<file path="src/rtl/char_pkg.sv">
// Shared types and constants for the character motion controller.
package char_pkg;

    // Vertical motion phases
    typedef enum logic [1:0] {
        GROUND = 2'd0,
        RISE   = 2'd1,
        FALL   = 2'd2
    } vstate_t;

    localparam logic [9:0] TILE        = 10'd32;
    localparam logic [9:0] MAX_X       = 10'd608;
    localparam logic [9:0] MAX_Y       = 10'd448;
    localparam logic [3:0] VY_MAX      = 4'd8;
    localparam logic [2:0] IDLE_FRAMES = 3'd4;
    localparam logic [2:0] WALK_FRAMES = 3'd6;

endpackage

</file>
<file path="src/rtl/vsync_tick.sv">
// Brings vsync into the clk domain and emits a one-cycle tick per rising edge.
// The detect uses a two-flop history so the tick is fully registered.
module vsync_tick (
    input  logic clk,
    input  logic rst,
    input  logic vsync,
    output logic tick
);

    logic [1:0] sync_q;
    logic [1:0] hist_q;

    // Two-flop synchroniser, registered history and registered rising-edge pulse
    always_ff @(posedge clk) begin
        if (rst) begin
            sync_q <= 2'b00;
            hist_q <= 2'b00;
            tick   <= 1'b0;
        end else begin
            sync_q <= {sync_q[0], vsync};
            hist_q <= {hist_q[0], sync_q[1]};
            tick   <= hist_q[0] & ~hist_q[1];
        end
    end

endmodule

</file>
<file path="src/rtl/char_motion_ctrl.sv">
// Character motion controller: horizontal walking, jump/fall physics and
// sprite animation, all advanced once per frame tick while enabled.
// Optional feature: define CHAR_DOUBLE_JUMP_EN to allow one air jump per airtime.
module char_motion_ctrl
    import char_pkg::*;
#(
    parameter logic [9:0] START_X  = 10'd32,
    parameter logic [9:0] START_Y  = 10'd320,
    parameter int         ANIM_DIV = 6,
    parameter int         JUMP_V   = 8
) (
    input  logic       clk,
    input  logic       rst,
    input  logic       vsync,
    input  logic       enable,
    input  logic       respawn,
    input  logic       btn_left,
    input  logic       btn_right,
    input  logic       btn_jump,
    input  logic [3:0] blk,
    output logic [9:0] img_x,
    output logic [9:0] img_y,
    output logic [2:0] frame_idx,
    output logic       is_moving,
    output logic       face_left,
    output logic       tick
);

    localparam logic [3:0] ANIM_LAST = 4'(ANIM_DIV - 1);
    localparam logic [3:0] JUMP_VY   = 4'(JUMP_V);

    logic        clear;
    logic        step;
    logic        move_left;
    logic        move_right;
    logic        moving_next;
    logic [9:0]  x_next;
    logic [9:0]  rise_y;
    logic [10:0] fall_sum;
    logic [2:0]  frame_last;
    logic [3:0]  anim_div;
    logic [3:0]  vy;
    logic        dj_fire;
    vstate_t     state;

    // Respawn behaves exactly like reset, including the tick generator
    assign clear = rst | respawn;
    assign step  = tick & enable;

    vsync_tick u_vsync_tick (
        .clk   (clk),
        .rst   (clear),
        .vsync (vsync),
        .tick  (tick)
    );

    // Resolve walking intent and the clamped next x position
    always_comb begin
        move_left   = btn_left & ~btn_right;
        move_right  = btn_right & ~btn_left;
        moving_next = move_left | move_right;
        x_next      = img_x;
        if (move_right && !blk[2]) begin
            x_next = (img_x >= MAX_X - 10'd2) ? MAX_X : img_x + 10'd2;
        end else if (move_left && !blk[3]) begin
            x_next = (img_x < 10'd2) ? 10'd0 : img_x - 10'd2;
        end
        rise_y     = (img_y >= {6'd0, vy}) ? img_y - {6'd0, vy} : 10'd0;
        fall_sum   = {1'b0, img_y} + {7'd0, vy};
        frame_last = is_moving ? WALK_FRAMES - 3'd1 : IDLE_FRAMES - 3'd1;
    end

`ifdef CHAR_DOUBLE_JUMP_EN
    logic jump_armed;
    logic jump_prev;

    // Track the last sampled jump level and whether the single air jump remains
    always_ff @(posedge clk) begin
        if (clear) begin
            jump_armed <= 1'b1;
            jump_prev  <= 1'b0;
        end else if (step) begin
            jump_prev <= btn_jump;
            if (state == GROUND) begin
                jump_armed <= 1'b1;
            end else if (dj_fire) begin
                jump_armed <= 1'b0;
            end
        end
    end

    assign dj_fire = jump_armed & btn_jump & ~jump_prev & (state != GROUND);
`else
    assign dj_fire = 1'b0;
`endif

    // Horizontal position, facing and animation sequencing
    always_ff @(posedge clk) begin
        if (clear) begin
            img_x     <= START_X;
            face_left <= 1'b0;
            is_moving <= 1'b0;
            frame_idx <= 3'd0;
            anim_div  <= 4'd0;
        end else if (step) begin
            img_x     <= x_next;
            is_moving <= moving_next;
            if (move_left) begin
                face_left <= 1'b1;
            end else if (move_right) begin
                face_left <= 1'b0;
            end
            if (moving_next != is_moving) begin
                frame_idx <= 3'd0;
                anim_div  <= 4'd0;
            end else if (anim_div >= ANIM_LAST) begin
                anim_div  <= 4'd0;
                frame_idx <= (frame_idx >= frame_last) ? 3'd0 : frame_idx + 3'd1;
            end else begin
                anim_div <= anim_div + 4'd1;
            end
        end
    end

    // Vertical FSM: ground, rising with decaying speed, falling with capped gravity
    always_ff @(posedge clk) begin
        if (clear) begin
            state <= GROUND;
            vy    <= 4'd0;
            img_y <= START_Y;
        end else if (step) begin
            case (state)
                GROUND: begin
                    if (btn_jump) begin
                        state <= RISE;
                        vy    <= JUMP_VY;
                    end else if (!blk[0]) begin
                        state <= FALL;
                        vy    <= 4'd1;
                    end
                end
                RISE: begin
                    if (dj_fire) begin
                        vy <= JUMP_VY;
                    end else if (blk[1] || vy <= 4'd1) begin
                        state <= FALL;
                        vy    <= 4'd1;
                    end else begin
                        img_y <= rise_y;
                        vy    <= vy - 4'd1;
                    end
                end
                FALL: begin
                    if (dj_fire) begin
                        state <= RISE;
                        vy    <= JUMP_VY;
                    end else if (blk[0]) begin
                        state <= GROUND;
                        vy    <= 4'd0;
                        img_y <= {img_y[9:5], 5'b0};
                    end else if (fall_sum >= {1'b0, MAX_Y}) begin
                        state <= GROUND;
                        vy    <= 4'd0;
                        img_y <= MAX_Y;
                    end else begin
                        img_y <= fall_sum[9:0];
                        vy    <= (vy >= VY_MAX) ? VY_MAX : vy + 4'd1;
                    end
                end
                default: begin
                    state <= GROUND;
                    vy    <= 4'd0;
                end
            endcase
        end
    end

endmodule
</file>
<file path="config.mk">
export PLATFORM = sky130hd
export DESIGN_NAME = char_motion_ctrl
export DESIGN_NICKNAME = d
export VERILOG_FILES = /design/src/rtl/char_pkg.sv /design/src/rtl/vsync_tick.sv /design/src/rtl/char_motion_ctrl.sv
export SDC_FILE = /design/constraint.sdc
export NUM_CORES = 1
export LEC_CHECK = 0
export ABC_AREA = 1
export BUFFER_PORTS_ARGS = -buffer_cell sky130_fd_sc_hd__buf_4
export CAP_MARGIN = 20
export CORE_MARGIN = 8
export CORE_UTILIZATION = 28
export CTS_BUF_LIST = sky130_fd_sc_hd__clkbuf_8 sky130_fd_sc_hd__clkbuf_16
export CTS_CLUSTER_SIZE = 8
export DETAILED_ROUTE_END_ITERATION = 6
export PLACE_DENSITY = 0.42
export SETUP_SLACK_MARGIN = 0.02
export SYNTH_ARGS = -nofsm -noshare
export SYNTH_HDL_FRONTEND = slang
export SYNTH_SLANG_ARGS = --single-unit
</file>
<file path="constraint.sdc">
create_clock -name clk -period 2.7 [get_ports clk]
set_clock_uncertainty 0.05 [all_clocks]
set_input_delay 0.405 -clock clk [delete_from_list [all_inputs] [get_ports clk]]
set_output_delay 0.405 -clock clk [all_outputs]
set_load 0.005 [all_outputs]
</file>
==> impl_metrics.csv, run 1 <==
group,metric,value,unit
clocking,cts.sinks,39,
floorplanning,pin_count,38,
floorplanning,fp.dieArea,0.0144,mm²
detailed_routing,routed_wl,8120,µm
clocking,hold_buffers,0,
sta,final_max_slew_viol_count,0,
layout,layout_common_cells,"90 x nand2_1, 63 x inv_1, 44 x nor2_1, 42 x buf_4, 38 x dfxtp_1",
setup_path,arrival,2.58,ns
run_status,outcome,"finished, final reports clean",
setup_path,crit_type,"reg2reg",
global_route,busiest_layer,"met2",
synth,yosysWarningCount,0,
global_route,use_met3,2.35,%
clocking,clk_latency,0.30,ns
global_route,antenna_found_initial,0,
detailed_routing,ant_nets,0,
placement,placed_cells,619,
layout,final_common_cell,"nand2_1",
global_route,grt_max_degree,23,
placement,dp_hpwl,6250,µm
sta,setup_viol_count_final,0,
job,maxCapViolations,0,
layout,drive_above_1_share,17.9,%
sta,hold_violations,0,
synth,synth_fp_nets,484,
synth,yosys.cell_types.count,39,
layout,diodes,0,
detailed_routing,drc,0,
placement,port_buffers,36,
synth,ys_ff_latch,39,
sta,post-route-min-period,2.43,ns
setup_path,cp-start-kind,"flip-flop",
clocking,cts_buffers,5,
power_and_ir_drop,power_density,323,mW/mm²
floorplanning,initial_utilization,28.3,%
worst_hold_path,hold_class,"in2reg",
layout,nFillCells,1205,
clocking,cts_root_buffer,"clkbuf_8",
global_route,overflow,0,
clocking,cts.clk_slew.worst_paths,0.09,ns
detailed_routing,vias,2890,
sta,worst_pin_slew,0.619,ns
clocking,htree_levels,2,
placement,gp_congestion,0.810,
detailed_routing,firstDrtPassIters,4,
layout,fin_cells,627,
sta,fmaxAchievable,412,MHz
power_and_ir_drop,peakVddDrop,199,µV
clocking,tritoncts,"built",
global_route,first_global_vias,2738,
synth,syn_area,0.00302,mm²
synth,avgSynthCellArea,6.73,µm²
global_route,met2_usage,19.3,%
clocking,clock_path_buffers,2,
layout,seq_area,782,µm²
layout,utilization,33.1,%
detailed_routing,drt_iter0_drc,137,
layout,multi_input_area,0.00190,mm²
detailed_routing,avgRoutedWirePerCell,12.9,µm
floorplanning,core,0.0107,mm²
floorplanning,dieWidth,120,µm
layout,area_delta_synth_final,17.1,%
floorplanning,dieHeight,120,µm
sta,tns,0,ns
global_route,grt_first_pass_wirelength,13400,µm
sta,rsz0062_at_grt,"no",
synth,yosysSeqAreaShare,25.8,%
sta,fin_crit_sh,89.8,%
global_route,grt.total_usage,11.5,%
sta,slew-limit-headroom,58.7,%
synth,syn_inst,449,
global_route,grt_util_met1,14.5,%
power_and_ir_drop,power,1.14,mW
floorplanning,rows,38,
layout,final_nets,521,
setup_path,crit_path_end_kind,"flip-flop",
power_and_ir_drop,leakage,1.65,nW
setup_path,path_max_fanout,8,
detailed_routing,viasPerCell,4.61,
setup_path,required,2.85,ns
## through the flow
step | cell area (µm²) | hold slack [ns] | setup slack (ns)
2_1_floorplan | 3020 | 0.323 | 0.585
3_3_place_gp | 3430 | 0.329 | 0.154
3_5_place_dp | 3430 | 0.336 | 0.155
4_1_cts | 3540 | 0.264 | 0.144
5_1_grt | 3540 | 0.270 | 0.126
6_report | 3540 | 0.278 | 0.275
## metal layers
metal / vias up / wire length (µm) / part of all wire, %
met3: 7 / 322 / 4.0
met4: 0 / 89 / 1.1
met2: 50 / 3720 / 46
met1: 1313 / 3990 / 49
met5: - / 0 / 0
li1: 1520 / - / -
## Yosys cell counts
master     n  area share (%)
a211oi_1   2            0.50
a21o_1     1            0.25
a21oi_1   34             5.6
a21oi_2    7             2.0
a221oi_1   1            0.29
a31oi_1    5             1.0
buf_2      3            0.50
buf_4      4            0.99
buf_6      1            0.37
bufbuf_8   1            0.62
clkbuf_1   3            0.37
clkinv_2   1            0.17
conb_1     1            0.12
dfxtp_1   39              26
fa_1       2             1.3
ha_1      21             8.7
inv_1     63             7.8
inv_2      5            0.62
nand2_1   90              11
nand2_2   12             2.5
nand2_4    1            0.37
nand3_1   21             3.5
nand3_4    3             1.7
nand3b_1   1            0.25
nand4_1   10             2.1
nor2_1    44             5.5
nor2_2     1            0.21
nor2_4     1            0.37
nor3_1     9             1.5
o21a_1     2            0.50
o21ai_0   27             4.5
o21ai_1    4            0.66
o21ai_2    3            0.87
o221ai_1   1            0.29
o31ai_1    1            0.25
or2_0      1            0.21
or2_2      2            0.41
xnor2_1    1            0.29
xor2_1    20             5.8
## area by class of cell
class / instances / area share (%)
multi-input combinational: 329 / 53.5
sequential: 39 / 22.1
timing repair buffer: 42 / 8.90
inverter: 69 / 7.35
tap: 140 / 4.95
clock buffer: 5 / 1.94
clock inverter: 3 / 1.24
## state kept, by name, indices dropped and copies added, names as in the netlist
name	cells
state	2
u_vsync_tick.tick	1
anim_div	4
u_vsync_tick.sync_q	2
img_x	9
face_left	1
img_y	10
is_moving	1
u_vsync_tick.hist_q	2
frame_idx	3
vy	4
## report_power, final
part / internal [mW] / total (mW) / switching, mW
Sequential: 0.576 / 0.576 / 0.000279
Clock: 0.276 / 0.517 / 0.241
Combinational: 0.0196 / 0.0495 / 0.0298
## kinds of logic after synthesis
| family | share of synthesized area (%) |
|---|---|
| AND/OR/NAND/NOR | 29.7 |
| XOR/XNOR | 6.08 |
| buffers and inverters | 11.5 |
| AO/OA/AOI/OAI | 16.8 |
| flip-flops | 25.8 |
| other | 0.124 |
| adder cells (fa/ha/maj) | 10.0 |
## critical path, cell delays in order, from the launching register on
cell     delay [ns]
dfxtp_2        0.42
ha_1           0.21
inv_1          0.06
fa_1           0.38
nand2_1        0.07
inv_1          0.06
o21ai_2        0.16
nand2_1        0.12
nor2_2         0.14
nand3_1        0.10
nand2_2        0.18
inv_2          0.09
nand2_1        0.06
nand2_1        0.05
o21a_1         0.18
## what timing repair did
action | CTS | global route
buffers inserted | 0 | 0
gates resized for setup | 0 | 1
setup endpoints to repair | 0 | 2
## path summary, 6_finish.rpt
kind,startpoint,to,slack (ns),cells past startpoint
worst max-delay path,vy[0]$_SDFFE_PP0P_,img_y[1]$_SDFFE_PP0P_,0.27,14
worst min-delay path,vsync,u_vsync_tick.sync_q[0]$_SDFF_PP0_,0.28,3
worst max register to register,vy[0]$_SDFFE_PP0P_,img_y[1]$_SDFFE_PP0P_,0.27,14
worst min register to register,u_vsync_tick.hist_q[1]$_SDFF_PP0_,u_vsync_tick.tick$_SDFF_PP0_,0.34,1
No activity file was read; power rests on OpenSTA's default activity.
==> run 2, diff against run 1 <==
Settings changed: ABC_AREA 1 to default, PLACE_DENSITY 0.42 to 0.43.
==> run 2 against run 1 <==
  * Hold slack got worse by 0.0094 ns
  * Sequential share of layout area up 0.37 points
  * Sequential cell count stayed put
  * Wire length rose by 2.5%
  * First-iteration DRC count grew 10%
  * Power decreased by 11%
  * Synthesized cell count is 15% lower
  * Non-clock buffer count rose by 12
==> impl_metrics.csv, run 2 <==
group,metric,value,unit
run_status,outcome,"finished, final reports clean",
synth,syn_inst,381,
power_and_ir_drop,leakage,1.35,nW
detailed_routing,ant_nets,0,
clocking,cts.clk_slew.worst_paths,0.08,ns
floorplanning,initial_utilization,28.5,%
layout,area_delta_synth_final,19.3,%
clocking,tritoncts,"built",
clocking,cts.sinks,39,
sta,tns,0,ns
clocking,hold_buffers,0,
layout,nFillCells,1086,
placement,dpl_cell_area,0.00339,mm²
clocking,cts_buffers,5,
synth,yosysMostFrequentCell,"dfxtp_1",
layout,final_common_cell,"buf_4",
sta,worst_pin_slew,0.706,ns
global_route,grt_first_pass_wirelength,14100,µm
synth,async_reset_ff_share,0,%
job,maxCapViolations,0,
layout,utilization,34.0,%
global_route,overflow,0,
floorplanning,fp.dieArea,0.0139,mm²
synth,yosys.cell_types.count,65,
floorplanning,rows,37,
power_and_ir_drop,comb_power_share,6.0,%
clocking,htree_levels,2,
setup_path,reg2reg_slack,0.25,ns
layout,regMostFlops,"img_y",
floorplanning,core,0.0102,mm²
setup_path,cp-start-kind,"flip-flop",
clocking,clock_path_buffers,2,
synth,synth_ff_type,"dfxtp_1",
synth,yosysSeqAreaShare,26.8,%
global_route,first_global_vias,2768,
placement,pre_cts_slack,0.232,ns
floorplanning,pin_count,38,
layout,layout_common_cells,"54 x buf_4, 39 x dfxtp_1, 36 x a21oi_1, 32 x nand2_1, 28 x nor2_1",
layout,reg.largest.list,"img_y: 10 flops, img_x: 9 flops",
sta,setup_viol_count_final,0,
synth,yosysWarningCount,0,
detailed_routing,viasPerCell,5.10,
setup_path,crit_path_end_kind,"flip-flop",
synth,netlist.top_cell.by_area,"dfxtp_1",
floorplanning,dieWidth,118,µm
clocking,clk_latency,0.29,ns
setup_path,arrival,2.58,ns
synth,syn_area,0.00291,mm²
layout,seq_area,781,µm²
synth,synth_commonest_cells,"39 x dfxtp_1, 37 x a21oi_1, 32 x nand2_1",
placement,port_buffers,36,
global_route,grt_max_degree,20,
power_and_ir_drop,internal-power,0.776,mW
sta,layout_setup_ws,0.249,ns
detailed_routing,routed_wl,8320,µm
global_route,grt.total_usage,12.0,%
sta,fin_crit_sh,90.8,%
worst_hold_path,holdPathStages,2,
setup_path,crit_type,"reg2reg",
power_and_ir_drop,pwr-share-clk,37.5,%
detailed_routing,drc,0,
detailed_routing,drt_iter0_drc,151,
worst_hold_path,hold_class,"in2reg",
floorplanning,dieHeight,118,µm
worst_hold_path,min_to,"u_vsync_tick.sync_q[0]$_SDFF_PP0_",
layout,diodes,0,
global_route,antenna_found_initial,0,
sta,final_max_slew_viol_count,0,
setup_path,path_max_fanout,12,
synth,ys_ff_latch,39,
power_and_ir_drop,power_density,293,mW/mm²
setup_path,r2r-end,"vy[3]$_SDFFE_PP0P_",
placement,dp_hpwl,6290,µm
placement,gp_congestion,0.801,
detailed_routing,avgRoutedWirePerCell,14.9,µm
synth,synth_area_leaders,"dfxtp_1 27%, ha_1 9.0%, a21oi_1 6.4%",
synth,synth_fp_nets,416,
sta,fmaxAchievable,408,MHz
sta,slew-limit-headroom,52.9,%
setup_path,r2r_cells,10,
setup_path,r2r-start,"img_y[0]$_SDFFE_PP0P_",
sta,hold_violations,0,
power_and_ir_drop,switching_power,0.243,mW
synth,avgSynthCellArea,7.65,µm²
sta,post-route-min-period,2.45,ns
setup_path,required,2.83,ns
synth,netlist.area_leader.share,26.8,%
sta,rsz0062_at_grt,"no",
layout,final_nets,456,
power_and_ir_drop,peakVddDrop,133,µV
worst_hold_path,hp-start,"vsync",
synth,synth_edf_count,0,
detailed_routing,vias,2848,
layout,multi_input_area,0.00195,mm²
power_and_ir_drop,seqPwrFrac,56.5,%
detailed_routing,firstDrtPassIters,4,
layout,largest_register_ffs,10,
layout,drive_above_1_share,16.8,%
clocking,cts_root_buffer,"clkbuf_8",
layout,final_cell_area,0.00348,mm²
power_and_ir_drop,swShare,23.9,%
## run 2: cell types whose count changed after synthesis, sizes merged, moves of 7 or more
cell	before	now
nor2b	0	8
nand2	103	32
nand3	24	16
nor2	46	29
inv	68	24
clkbuf	3	13
o21ai	34	27
xor2	20	5
## run 2: logic make-up (layout without fill, tap and decap cells)
| logic type | Yosys count | in the layout | share of synthesized area, % |
|---|---|---|---|
| xor gates and xnor gates | 10 | 10 | 3.01 |
| and+or+nand+nor | 136 | 136 | 23.5 |
| AOI/OAI and AO/OA | 122 | 122 | 27.9 |
| buffers and inverters | 45 | 86 | 6.53 |
| other | 1 | 1 | 0.129 |
| adders and majority gates | 23 | 23 | 10.4 |
| muxes | 5 | 5 | 1.76 |
| DFF | 39 | 39 | 26.8 |
## run 2: through the flow
stage	hold WS, ns	std cells	power [mW]
2_1_floorplan	0.317	381	0.623
3_3_place_gp	0.324	550	0.652
3_5_place_dp	0.331	550	0.651
4_1_cts	0.260	558	1.05
5_1_grt	0.259	558	1.08
6_report	0.268	558	1.02
## run 2: how the worst max path moves through the flow
stage / startpoint / to / slack (ns) / cells after the start
floorplan: vy[2]$_SDFFE_PP0P_ / img_y[4]$_SDFFE_PP0P_ / 0.22 / 11
global placement: vy[0]$_SDFFE_PP0P_ / state[1]$_SDFFE_PP0P_ / 0.30 / 10
detailed placement: img_y[0]$_SDFFE_PP0P_ / state[0]$_SDFFE_PP0P_ / 0.23 / 10
CTS: img_y[0]$_SDFFE_PP0P_ / state[0]$_SDFFE_PP0P_ / 0.17 / 10
global route: vy[0]$_SDFFE_PP0P_ / vy[3]$_SDFFE_PP0P_ / 0.05 / 10
finish: img_y[0]$_SDFFE_PP0P_ / vy[3]$_SDFFE_PP0P_ / 0.25 / 10
## run 2: per-layer routing
layer | vias up | part of all wire (%) | GRT usage (%)
met3 | 6 | 3.6 | 2.21
li1 | 1469 | - | -
met4 | 0 | 0.95 | 2.96
met1 | 1327 | 51 | 16.1
met2 | 46 | 45 | 19.4
met5 | - | 0 | 0
## run 2: layout make-up
cell class                 instances  area share (%)
clock buffer                       5            1.98
clock inverter                     3           0.360
inverter                          24            2.59
multi-input combinational        297            56.1
sequential                        39            22.5
tap                              136            4.89
timing repair buffer              54            11.7
## run 2: critical path: stages, from the launching register on
cell and delay (ns):
dfxtp_1 0.36, ha_1 0.18, inv_1 0.05, fa_1 0.41, nor2_2 0.18, o2111ai_1 0.16, xnor2_1 0.21, o2111ai_1 0.14
buf_4 0.21, a221oi_1 0.28, a21oi_1 0.10
## run 2: timing repair
item,CTS,global route
gates resized for setup,0,2
setup buffers,0,0
endpoints found under the setup margin,0,4
## run 2: power groups by stage
stage / clock [mW] / combinational [mW] / sequential, mW
global placement: 0 / 0.0628 / 0.589
finish: 0.382 / 0.0616 / 0.576
detailed placement: 0 / 0.0621 / 0.589
CTS: 0.409 / 0.0624 / 0.576
global route: 0.435 / 0.0688 / 0.576
floorplan: 0 / 0.0337 / 0.589
==> run 3, diff against run 2 <==
Settings changed: SETUP_SLACK_MARGIN 0.02 to 0.4.
==> run 3 against run 2 <==
  * Clock-buffer cell count is the same
  * Combinational power grew 0.8%
  * Via count grew 2.3%
  * Register-to-register slack gained 0.12 ns
  * Final cell count grew 1.1%
  * Critical path depth grew 1
  * Die area is the same
  * First-iteration DRC count grew 9.3%
  * Wire length grew 6.3%
  * Sequential cell count is the same
  * Hold slack lost 0.0074 ns
  * Utilization grew 3.2 points
  * Largest power group is now the clock network
==> impl_metrics.csv, run 3 (synthesized netlist as in run 2, its figures left out) <==
group,metric,value,unit
run_status,outcome,"finished, final reports clean",
power_and_ir_drop,leakage,1.43,nW
clocking,cts.sinks,39,
layout,final_common_cell,"buf_4",
setup_path,arrival,2.46,ns
layout,drive_above_1_share,26.4,%
sta,slew-limit-headroom,57.9,%
detailed_routing,routed_wl,8840,µm
global_route,first_global_vias,2744,
sta,rsz0062_at_grt,"yes",
sta,hold_slack,0.261,ns
setup_path,path_max_fanout,6,
setup_path,r2r_cells,11,
layout,area_delta_synth_final,30.4,%
job,maxCapViolations,0,
detailed_routing,ant_nets,0,
global_route,grt_max_degree,20,
layout,fin_cells,564,
clocking,hold_buffers,0,
setup_path,required,2.83,ns
setup_path,cp-start-kind,"flip-flop",
power_and_ir_drop,power_density,319,mW/mm²
clocking,clk_latency,0.29,ns
detailed_routing,viasPerCell,5.16,
floorplanning,rows,37,
sta,tns,0,ns
floorplanning,pin_count,38,
detailed_routing,avgRoutedWirePerCell,15.7,µm
clocking,tritoncts,"built",
setup_path,crit_type,"reg2reg",
worst_hold_path,min_to,"u_vsync_tick.sync_q[0]$_SDFF_PP0_",
global_route,grt_first_pass_wirelength,14500,µm
layout,reg.largest.list,"img_y: 10 flops, img_x: 9 flops",
layout,nFillCells,1073,
global_route,grt.total_usage,12.5,%
worst_hold_path,hold_class,"in2reg",
layout,layout_common_cells,"55 x buf_4, 33 x a21oi_1, 33 x dfxtp_1, 32 x nand2_1, 28 x nor2_1",
sta,fin_crit_sh,86.2,%
worst_hold_path,holdPathStages,2,
layout,largest_register_ffs,10,
worst_hold_path,hp-start,"vsync",
detailed_routing,drt_iter0_drc,165,
floorplanning,dieHeight,118,µm
placement,dp_hpwl,6390,µm
global_route,antenna_found_initial,0,
power_and_ir_drop,power,1.21,mW
sta,fmaxAchievable,430,MHz
sta,setup_viol_count_final,0,
detailed_routing,firstDrtPassIters,4,
placement,placed_cells,547,
placement,port_buffers,36,
clocking,cts_root_buffer,"clkbuf_8",
floorplanning,core,0.0102,mm²
layout,diodes,0,
clocking,htree_levels,2,
floorplanning,dieWidth,118,µm
detailed_routing,vias,2913,
placement,gp_congestion,0.823,
power_and_ir_drop,peakVddDrop,192,µV
clocking,cts.clk_slew.worst_paths,0.08,ns
layout,final_nets,462,
sta,post-route-min-period,2.33,ns
clocking,clock_path_buffers,2,
clocking,cts_buffers,5,
global_route,overflow,0,
setup_path,reg2reg_slack,0.37,ns
layout,regMostFlops,"img_y",
detailed_routing,drc,0,
setup_path,r2r-start,"vy[0]$_SDFFE_PP0P_",
sta,final_max_slew_viol_count,0,
sta,hold_violations,0,
floorplanning,initial_utilization,28.5,%
setup_path,r2r-end,"img_y[1]$_SDFFE_PP0P_",
setup_path,crit_path_end_kind,"flip-flop",
sta,worst_pin_slew,0.625,ns
floorplanning,fp.dieArea,0.0139,mm²
## run 3: cell count changes in the layout (fill, tap and decap cells not counted), moves of 3 or more
cell,delta
dfxtp_4,+3
inv_1,-4
buf_6,+5
ha_4,+5
a21oi_1,-3
dfxtp_2,+3
dfxtp_1,-6
ha_1,-7
a21oi_2,+3
## run 3: worst max-delay path by stage
stage / startpoint / to / cells past startpoint
3_5_place_dp: vy[0]$_SDFFE_PP0P_ / state[0]$_SDFFE_PP0P_ / 10
3_3_place_gp: vy[0]$_SDFFE_PP0P_ / state[1]$_SDFFE_PP0P_ / 10
2_1_floorplan: vy[2]$_SDFFE_PP0P_ / img_y[4]$_SDFFE_PP0P_ / 11
6_report: vy[0]$_SDFFE_PP0P_ / img_y[1]$_SDFFE_PP0P_ / 11
4_1_cts: vy[1]$_SDFFE_PP0P_ / img_y[4]$_SDFFE_PP0P_ / 9
5_1_grt: img_y[6]$_SDFFE_PP1P_ / img_y[4]$_SDFFE_PP0P_ / 6
## run 3: stage by stage
step | setup slack (ns) | area [µm²] | util, %
after floorplan | 0.374 | 2920 | -
after global placement | 0.210 | 3370 | 33.0
after detailed placement | 0.169 | 3370 | 33.0
after CTS | 0.396 | 3590 | 35.1
after global routing | 0.279 | 3800 | 37.1
final | 0.373 | 3800 | 37.1
## run 3: area by class of cell
| type | instances | area [µm²] | share of cell area, % |
|---|---|---|---|
| timing repair buffer | 60 | 469 | 12.3 |
| clock buffer | 5 | 68.8 | 1.81 |
| sequential | 39 | 796 | 20.9 |
| tap | 136 | 170 | 4.48 |
| clock inverter | 3 | 63.8 | 1.68 |
| multi-input combinational | 297 | 2140 | 56.3 |
| inverter | 24 | 92.6 | 2.44 |
## run 3: repair_timing
item,CTS,global route
gates resized for setup,20,38
cloned,1,1
endpoints found under the setup margin,13,16
buffers inserted,2,5
pin swaps,3,20
## run 3: critical path: stages, from the launching register on
cell and delay [ns]:
dfxtp_4 0.37, ha_4 0.13, inv_2 0.04, fa_2 0.41
nor2_4 0.14, o2111ai_2 0.14, xnor2_2 0.20, o2111ai_2 0.16
buf_4 0.18, buf_6 0.13, a32oi_1 0.17, a21oi_1 0.08
## run 3: report_power, final
part	internal (mW)	switching, mW	total (mW)
Sequential	0.572	0.000232	0.573
Clock	0.366	0.213	0.579
Combinational	0.0266	0.0354	0.0621
## run 3: metal layers
| layer | track usage [%] | routed length, µm | vias up |
|---|---|---|---|
| li1 | - | - | 1478 |
| met1 | 17.3 | 4400 | 1376 |
| met2 | 19.3 | 4060 | 52 |
| met3 | 2.11 | 269 | 7 |
| met4 | 3.60 | 116 | 0 |
| met5 | 0 | 0 | - |
